### src/rtl/dip_debounce_if.sv
// Switch-bank signal bundle: raw levels and toggle clear in, conditioned levels,
// edge pulses, toggle latches and settle flag out.
interface dip_debounce_if #(
   parameter int WIDTH = 8
);
   logic [WIDTH-1:0] sw_in;
   logic             clear_toggle;
   logic [WIDTH-1:0] sw_state;
   logic [WIDTH-1:0] sw_rise;
   logic [WIDTH-1:0] sw_fall;
   logic             any_change;
   logic [WIDTH-1:0] toggle_state;
   logic             sw_valid;

   // No handshake: sw_in is a free-running level, and every output is a plain
   // registered level or a one-cycle pulse. A consumer should ignore the
   // outputs until sw_valid is high.
   modport master (
      output sw_in, clear_toggle,
      input  sw_state, sw_rise, sw_fall, any_change, toggle_state, sw_valid
   );

   modport slave (
      input  sw_in, clear_toggle,
      output sw_state, sw_rise, sw_fall, any_change, toggle_state, sw_valid
   );
endinterface

### src/rtl/dip_debounce.sv
// Mechanical switch conditioner: per-channel synchroniser, debounce counter, optional
// inversion, edge pulses and toggle latches, with pulses muted until start-up settles.
module dip_debounce #(
   parameter int               WIDTH           = 8,
   parameter int               DEBOUNCE_CYCLES = 500000,
   parameter int               SYNC_STAGES     = 2,
   parameter logic [WIDTH-1:0] INVERT          = '0
) (
   input logic          clk,
   input logic          rst,
   dip_debounce_if.slave bus
);

   localparam int              CW          = ($clog2(DEBOUNCE_CYCLES) > 1) ? $clog2(DEBOUNCE_CYCLES) : 1;
   localparam logic [CW-1:0]   CNT_LAST    = CW'(DEBOUNCE_CYCLES - 1);
   localparam int              SETTLE      = SYNC_STAGES + DEBOUNCE_CYCLES;
   localparam int              SW          = $clog2(SETTLE + 1);
   localparam logic [SW-1:0]   SETTLE_LAST = SW'(SETTLE);

   logic [WIDTH-1:0] sync_q [SYNC_STAGES];
   logic [CW-1:0]    cnt_q  [WIDTH];
   logic [CW-1:0]    cnt_d  [WIDTH];
   logic [WIDTH-1:0] synced;
   logic [WIDTH-1:0] accept;
   logic [WIDTH-1:0] rise_d;
   logic [WIDTH-1:0] fall_d;
   logic [WIDTH-1:0] state_q;
   logic [WIDTH-1:0] rise_q;
   logic [WIDTH-1:0] fall_q;
   logic [WIDTH-1:0] toggle_q;
   logic             change_q;
   logic             valid_q;
   logic [SW-1:0]    settle_q;

   assign synced = sync_q[SYNC_STAGES-1] ^ INVERT;

   // A channel's count only survives while synced disagrees with the accepted
   // level; any agreement, however brief, restarts it from zero.
   always_comb begin
      accept = '0;
      rise_d = '0;
      fall_d = '0;
      for (int i = 0; i < WIDTH; i++) begin
         cnt_d[i] = '0;
         if (synced[i] != state_q[i]) begin
            if (cnt_q[i] == CNT_LAST) accept[i] = 1'b1;
            else                      cnt_d[i] = cnt_q[i] + CW'(1);
         end
      end
      if (valid_q) begin
         rise_d = accept & synced;
         fall_d = accept & ~synced;
      end
   end

   always_ff @(posedge clk) begin
      if (rst) begin
         for (int s = 0; s < SYNC_STAGES; s++) sync_q[s] <= '0;
         for (int i = 0; i < WIDTH; i++)       cnt_q[i]  <= '0;
         state_q  <= '0;
         rise_q   <= '0;
         fall_q   <= '0;
         change_q <= 1'b0;
         toggle_q <= '0;
         valid_q  <= 1'b0;
         settle_q <= '0;
      end else begin
         sync_q[0] <= bus.sw_in;
         for (int s = 1; s < SYNC_STAGES; s++) sync_q[s] <= sync_q[s-1];
         for (int i = 0; i < WIDTH; i++)       cnt_q[i]  <= cnt_d[i];
         state_q  <= state_q ^ accept;
         rise_q   <= rise_d;
         fall_q   <= fall_d;
         change_q <= |(rise_d | fall_d);
         // Clear has priority so a rise landing on the clear edge is dropped.
         if (bus.clear_toggle) toggle_q <= '0;
         else                  toggle_q <= toggle_q ^ rise_q;
         if (!valid_q) begin
            if (settle_q == SETTLE_LAST) valid_q  <= 1'b1;
            else                         settle_q <= settle_q + SW'(1);
         end
      end
   end

   assign bus.sw_state     = state_q;
   assign bus.sw_rise      = rise_q;
   assign bus.sw_fall      = fall_q;
   assign bus.any_change   = change_q;
   assign bus.toggle_state = toggle_q;
   assign bus.sw_valid     = valid_q;

endmodule

### src/flat_wrapper.sv
// flat-port wrapper written by rule: the top's interface ports become plain ports
module dip_debounce_flat 
#(
   parameter int               WIDTH           = 8,
   parameter int               DEBOUNCE_CYCLES = 500000,
   parameter int               SYNC_STAGES     = 2,
   parameter logic [WIDTH-1:0] INVERT          = '0
)
  (clk, rst, bus_sw_in, bus_clear_toggle, bus_sw_state, bus_sw_rise, bus_sw_fall, bus_any_change, bus_toggle_state, bus_sw_valid);
  dip_debounce_if #(.WIDTH(WIDTH)) bus_i ();
  input logic clk;
  input logic rst;
  input wire logic [$bits(bus_i.sw_in)-1:0] bus_sw_in;
  input wire logic [$bits(bus_i.clear_toggle)-1:0] bus_clear_toggle;
  output wire logic [$bits(bus_i.sw_state)-1:0] bus_sw_state;
  output wire logic [$bits(bus_i.sw_rise)-1:0] bus_sw_rise;
  output wire logic [$bits(bus_i.sw_fall)-1:0] bus_sw_fall;
  output wire logic [$bits(bus_i.any_change)-1:0] bus_any_change;
  output wire logic [$bits(bus_i.toggle_state)-1:0] bus_toggle_state;
  output wire logic [$bits(bus_i.sw_valid)-1:0] bus_sw_valid;
  assign bus_i.sw_in = bus_sw_in;
  assign bus_i.clear_toggle = bus_clear_toggle;
  assign bus_sw_state = bus_i.sw_state;
  assign bus_sw_rise = bus_i.sw_rise;
  assign bus_sw_fall = bus_i.sw_fall;
  assign bus_any_change = bus_i.any_change;
  assign bus_toggle_state = bus_i.toggle_state;
  assign bus_sw_valid = bus_i.sw_valid;
  dip_debounce #(.WIDTH(WIDTH), .DEBOUNCE_CYCLES(DEBOUNCE_CYCLES), .SYNC_STAGES(SYNC_STAGES), .INVERT(INVERT)) u_core (.clk(clk), .rst(rst), .bus(bus_i));
endmodule
### config.mk
export PLATFORM = sky130hd
export DESIGN_NAME = dip_debounce_flat
export DESIGN_NICKNAME = d
export VERILOG_FILES = /design/src/rtl/dip_debounce_if.sv /design/src/rtl/dip_debounce.sv /design/src/flat_wrapper.sv
export SDC_FILE = /design/constraint.sdc
export NUM_CORES = 1
export LEC_CHECK = 0
export CORE_MARGIN = 2
export CORE_UTILIZATION = 60
export DETAILED_ROUTE_END_ITERATION = 8
export GPL_TIMING_DRIVEN = 0
export MAX_ROUTING_LAYER = met4
export PLACE_DENSITY = 0.84
export SLEW_MARGIN = 20
export SYNTH_ARGS = -nofsm -noshare
export SYNTH_HDL_FRONTEND = slang
export SYNTH_SLANG_ARGS = --single-unit
### constraint.sdc
create_clock -name clk -period 2.79 [get_ports clk]
set_clock_uncertainty 0.2 [all_clocks]
set_input_delay 0.558 -clock clk [delete_from_list [all_inputs] [get_ports clk]]
set_output_delay 0.558 -clock clk [all_outputs]
set_load 0.005 [all_outputs]
# Word-level counts from Yosys, hierarchy flattened

Memories as Yosys holds them, arrays and structs flattened.
Index checks and enable logic that the tools add are counted.

Reductions and logical operators: 3
Mux-type cells: 49
Eq/ne operators: 17
Add/subtract/negate cells: 9
Bitwise gates (word level): 18

Operators with widths:

| operator              | count |
|---|---|
| $mux 19               | 24 |
| $add 19x1->19 const B | 9 |
| $eq 19x19->1 const B  | 9 |
| $mux 8                | 4 |
| $mux 1                | 21 |
| $and 8x8->8           | 2 |
| $xor 8x8->8           | 2 |
| $or 1x1->1            | 10 |
| $ne 1x1->1            | 8 |
| $not 8->8             | 1 |
| $or 8x8->8            | 1 |
| $reduce_or 8->1       | 1 |
| $not 1->1             | 2 |
| $reduce_and 2->1      | 1 |
| $reduce_or 2->1       | 1 |

Input port bits: 11
Bits in writable memories: 168
Memories: 2
Flip-flop bits (word level): 53

Memories:

| memory        | depth | width | read ports | clocked after memory_dff | wr ports | line               | source |
|---|---|---|---|---|---|---|---|
| u_core.cnt_q  | 8     | 19    | 8          | 0                        | 8        | dip_debounce.sv:21 | `logic [CW-1:0] cnt_q [WIDTH];` |
| u_core.sync_q | 2     | 8     | 2          | 0                        | 2        | dip_debounce.sv:20 | `logic [WIDTH-1:0] sync_q [SYNC_STAGES];` |

# Depth between registers and ports, before layout

Word-level depth: 7
Gate-level depth with buffers: 9

# Worst setup path before layout

OpenSTA, ideal clock, no wires.

Path kind: register -> register
Start: register u_core.settle_q[0]
End: register u_core.settle_q[17]
Data arrival time: 2066 ps
Path buffers: 1
Period minus slack after synthesis: 2387 ps
Library setup time: 121 ps
Slack: 403 ps
Stages on the path, launching flop included: 9
Cell sequence: dfxtp_1 -> inv_1 -> ha_1 -> nor4bb_1 -> and3_1 -> buf_2 -> a21o_1 -> or4_1 -> mux2_2

Longest elaborated chain between the ends: 3
Elaborated cells between the ends (all ways): 4
Those cells by class: add/sub (1); eq/ne (1); bitwise (1); reduce/logical (1)

RTL lines:

| element                                                               | line               | source |
|---|---|---|
| from (decl)                                                           | dip_debounce.sv:33 | `logic [SW-1:0] settle_q;` |
| from (signal assigned)                                                | dip_debounce.sv:80 | `else settle_q <= settle_q + SW'(1);` |
| parallel branches: the longest is 3 deep, another holds $add 19x1->19 | -                  |  |

Several ways; the timed one is not identified.
A chain may end at the register's enable or synchronous reset.

==> impl_metrics.sql <==
INSERT INTO impl_metrics (metric_group, metric, value, unit) VALUES
('run_status', 'run_status', 'complete, no violations', ''),
('critical_path', 'crit_fanout', '10', ''),
('floorplan', 'floorplan.die_area', '16400', 'µm²'),
('hold_path', 'tightest_hold_check_type', 'reg2reg', ''),
('timing', 'setup_viol', '0', ''),
('logic_synthesis', 'yosys_top_cell_by_area', 'dfxtp_1', ''),
('drt', 'drt_first_pass_iters', '5', ''),
('pwr', 'power.density', '608', 'nW/µm²'),
('logic_synthesis', 'netlist-cell-type-count', '49', ''),
('clock_network', 'clk_root_buffer_cell', 'clkbuf_16', ''),
('critical_path', 'cp-endpoint', 'u_core.bus.sw_fall[2]', ''),
('clock_network', 'numCtsBuffers', '23', ''),
('timing', 'rsz_0062_raised_after_global_routing', 'false', ''),
('grt', 'grt_ovf', '0', ''),
('logic_synthesis', 'postSynthCellCount', '1032', ''),
('clock_network', 'clk_path_buf_depth', '3', ''),
('grt', 'groute.usage.overall', '24.0', '%'),
('critical_path', 'r2r_setup_slack', '0.20', 'ns'),
('finish', 'final-seq-area', '4420', 'µm²'),
('drt', 'post_route_drc', '0', ''),
('critical_path', 'slowest_stage', 'nor2b_1', ''),
('logic_synthesis', 'ys_top_cells_by_area', 'dfxtp_1 48%, xnor2_1 8.6%, nor2_1 8.6%, xor2_1 6.5%, nand3_1 3.6%', ''),
('timing', 'finalSetupTns', '0', 'ns'),
('timing', 'period_needed', '2.71', 'ns'),
('job', 'maxCapViolCount', '0', ''),
('placement', 'gpl.final_weighted_congestion', '0.856', ''),
('placement', 'place.detailed.instances', '1264', ''),
('pwr', 'fin_total_pwr', '6.53', 'mW'),
('logic_synthesis', 'post_synth_edffs', '0', ''),
('timing', 'timing_worst_slew_pin_value', '0.886', 'ns'),
('timing', 'final.period_utilization', '97.2', '%'),
('floorplan', 'initial_core_util', '61.1', '%'),
('finish', 'fin_nets', '1122', ''),
('clock_network', 'cts_tree', 'built', ''),
('finish', 'layout-area-overhead-vs-synth', '16.1', '%'),
('timing', 'final.setup.worst_slack', '0.0785', 'ns'),
('floorplan', 'core_region_area', '15100', 'µm²'),
('finish', 'final-instance-count-excl-fill', '1304', ''),
('floorplan', 'die-width', '128', 'µm'),
('clock_network', 'cts_hold_buffers', '0', ''),
('timing', 'worst_slew_margin_rel', '40.8', '%'),
('placement', 'pre_cts_slack', '-0.432', 'ns'),
('timing', 'holdWs', '0.232', 'ns'),
('floorplan', 'row_count', '45', ''),
('floorplan', 'boundary_pins', '45', ''),
('grt', 'antenna_violations_before_repair', '0', ''),
('critical_path', 'timing.setup.critical_path_class', 'in2reg', ''),
('clock_network', 'cts_max_level', '1', ''),
('drt', 'routedLengthMet1', '8660', 'µm'),
('finish', 'multi_input_area', '4590', 'µm²'),
('pwr', 'cellLeakagePower', '3.42', 'nW'),
('timing', 'final_hold_viol_count', '0', ''),
('drt', 'highest_layer', 'met4', ''),
('drt', 'wl_met3', '780', 'µm'),
('logic_synthesis', 'synth.cell_area', '9250', 'µm²'),
('critical_path', 'worstPathBufferInverterCount', '2', ''),
('drt', 'wl_met2', '8920', 'µm'),
('critical_path', 'regToRegStartpoint', 'u_core.settle_q[0]', ''),
('timing', 'timing.final.max_slew_violations', '0', ''),
('finish', 'number_of_antenna_diodes', '0', ''),
('critical_path', 'path_delay_family', 'simple AND/OR/NAND/NOR gates', ''),
('drt', 'route.antenna.remaining_nets', '0', ''),
('critical_path', 'crit_start', 'rst', ''),
('critical_path', 'worst-endpoint-arrival', '2.89', 'ns'),
('finish', 'final_layout_size_suffix_gt1_share', '5.56', '%'),
('drt', 'drt_iter0_markers', '444', ''),
('critical_path', 'crit_path_max_incr_delay', '0.73', 'ns'),
('pwr', 'worst_ir_drop_on_vdd', '0.593', 'mV'),
('drt', 'num_vias', '7189', ''),
('logic_synthesis', 'synthFlopType', 'dfxtp_1', ''),
('logic_synthesis', 'yosys_register_bits', '221', '');
[layout make-up]
type,count,share of cell area [%]
inverters,25,0.874
repair buffers,44,4.10
plain buffers,29,1.35
clock inverters,12,1.62
well taps,188,2.19
flip-flops and latches,221,41.2
multi-input cells,757,42.8
clock buffers,28,5.91
[how the worst min path moves through the flow]
stage,from,endpoint,slack (ns),cells after the start
detailed placement,u_core.sync_q[0][4],u_core.sync_q[0][12],0.22,1
CTS,u_core.sync_q[0][4],u_core.sync_q[0][12],0.23,1
global placement,u_core.sync_q[0][0],u_core.sync_q[0][8],0.22,1
finish,u_core.sync_q[0][4],u_core.sync_q[0][12],0.23,1
global route,u_core.sync_q[0][4],u_core.sync_q[0][12],0.24,1
floorplan,u_core.cnt_q[3][19],u_core.cnt_q[3][19],0.21,1
[cell families (layout without fill, tap and decap cells)]
family,after synthesis,in the layout,share of synthesized area (%)
mux,6,6,0.703
simple gates,544,544,29.8
buf+inv,54,138,2.54
compound gates,37,37,2.60
xor+xnor,160,160,15.1
flops,221,221,47.8
fa+ha+maj,10,10,1.35
[synthesized netlist by cell type, drive strengths merged, types with 7 or more instances]
| cell | number |
|---|---|
| nor4 | 14 |
| ha | 10 |
| buf | 12 |
| nor4bb | 7 |
| xor2 | 69 |
| dfxtp | 221 |
| nor4b | 10 |
| or3 | 10 |
| and3 | 18 |
| nand4 | 30 |
| clkbuf | 17 |
| nor2 | 213 |
| inv | 25 |
| a21oi | 13 |
| nor2b | 26 |
| nand3 | 66 |
| and4 | 18 |
| nor3b | 16 |
| xnor2 | 91 |
| nor3 | 23 |
| nand2 | 68 |
[report_power, final]
| group | total (mW) | internal (mW) | switching, mW |
|---|---|---|---|
| sequential | 3.19 | 3.17 | 0.0175 |
| clock | 3.24 | 1.99 | 1.25 |
| combinational | 0.0982 | 0.0398 | 0.0584 |
[flip-flops by register name, indices dropped and copies added, names as in the netlist, named ones only]
| register | cells |
|---|---|
| u_core.cnt_q | 152 |
| u_core.settle_q | 19 |
| u_core.sync_q | 16 |
| u_core.bus.sw_fall | 8 |
| u_core.bus.sw_rise | 8 |
| u_core.bus.toggle_state | 8 |
| u_core.bus.any_change | 1 |
| u_core.bus.sw_valid | 1 |
[per-layer routing]
metal  vias to the layer above  track usage [%]
met5                         -                -
met4                         0             6.14
met3                        35             3.63
met2                       151             40.1
met1                      3374             30.5
li1                       3629                -
[cell usage in the layout, fill, tap and decap left out, types with 7 or more instances in the layout]
| cell type | count |
|---|---|
| clkdlybuf4s50_1 | 44 |
| or3_1 | 10 |
| nor3_1 | 22 |
| inv_1 | 25 |
| nor2_1 | 212 |
| nor4_1 | 13 |
| a21oi_1 | 13 |
| nand4_1 | 30 |
| clkbuf_1 | 15 |
| buf_2 | 7 |
| nor2b_1 | 26 |
| nor3b_1 | 16 |
| and4_1 | 18 |
| nor4bb_1 | 7 |
| xor2_1 | 69 |
| ha_1 | 10 |
| clkbuf_16 | 23 |
| xnor2_1 | 91 |
| and3_1 | 18 |
| nand2_1 | 68 |
| nand3_1 | 66 |
| nor4b_1 | 10 |
| dfxtp_1 | 221 |
[what timing repair did]
action,4_1_cts,5_1_grt
hold endpoints to repair,0,0
setup endpoints to repair,0,31
setup buffers,0,0
gates resized for setup,0,6
[through the flow]
step / instance area [µm²] / utilization [%]
after floorplan: 9250 / -
after global placement: 9930 / 65.5
after detailed placement: 9930 / 65.5
after CTS: 10700 / 70.9
after global routing: 10700 / 70.9
final: 10700 / 70.9
Note: power is estimated with default switching activity, not from simulation.
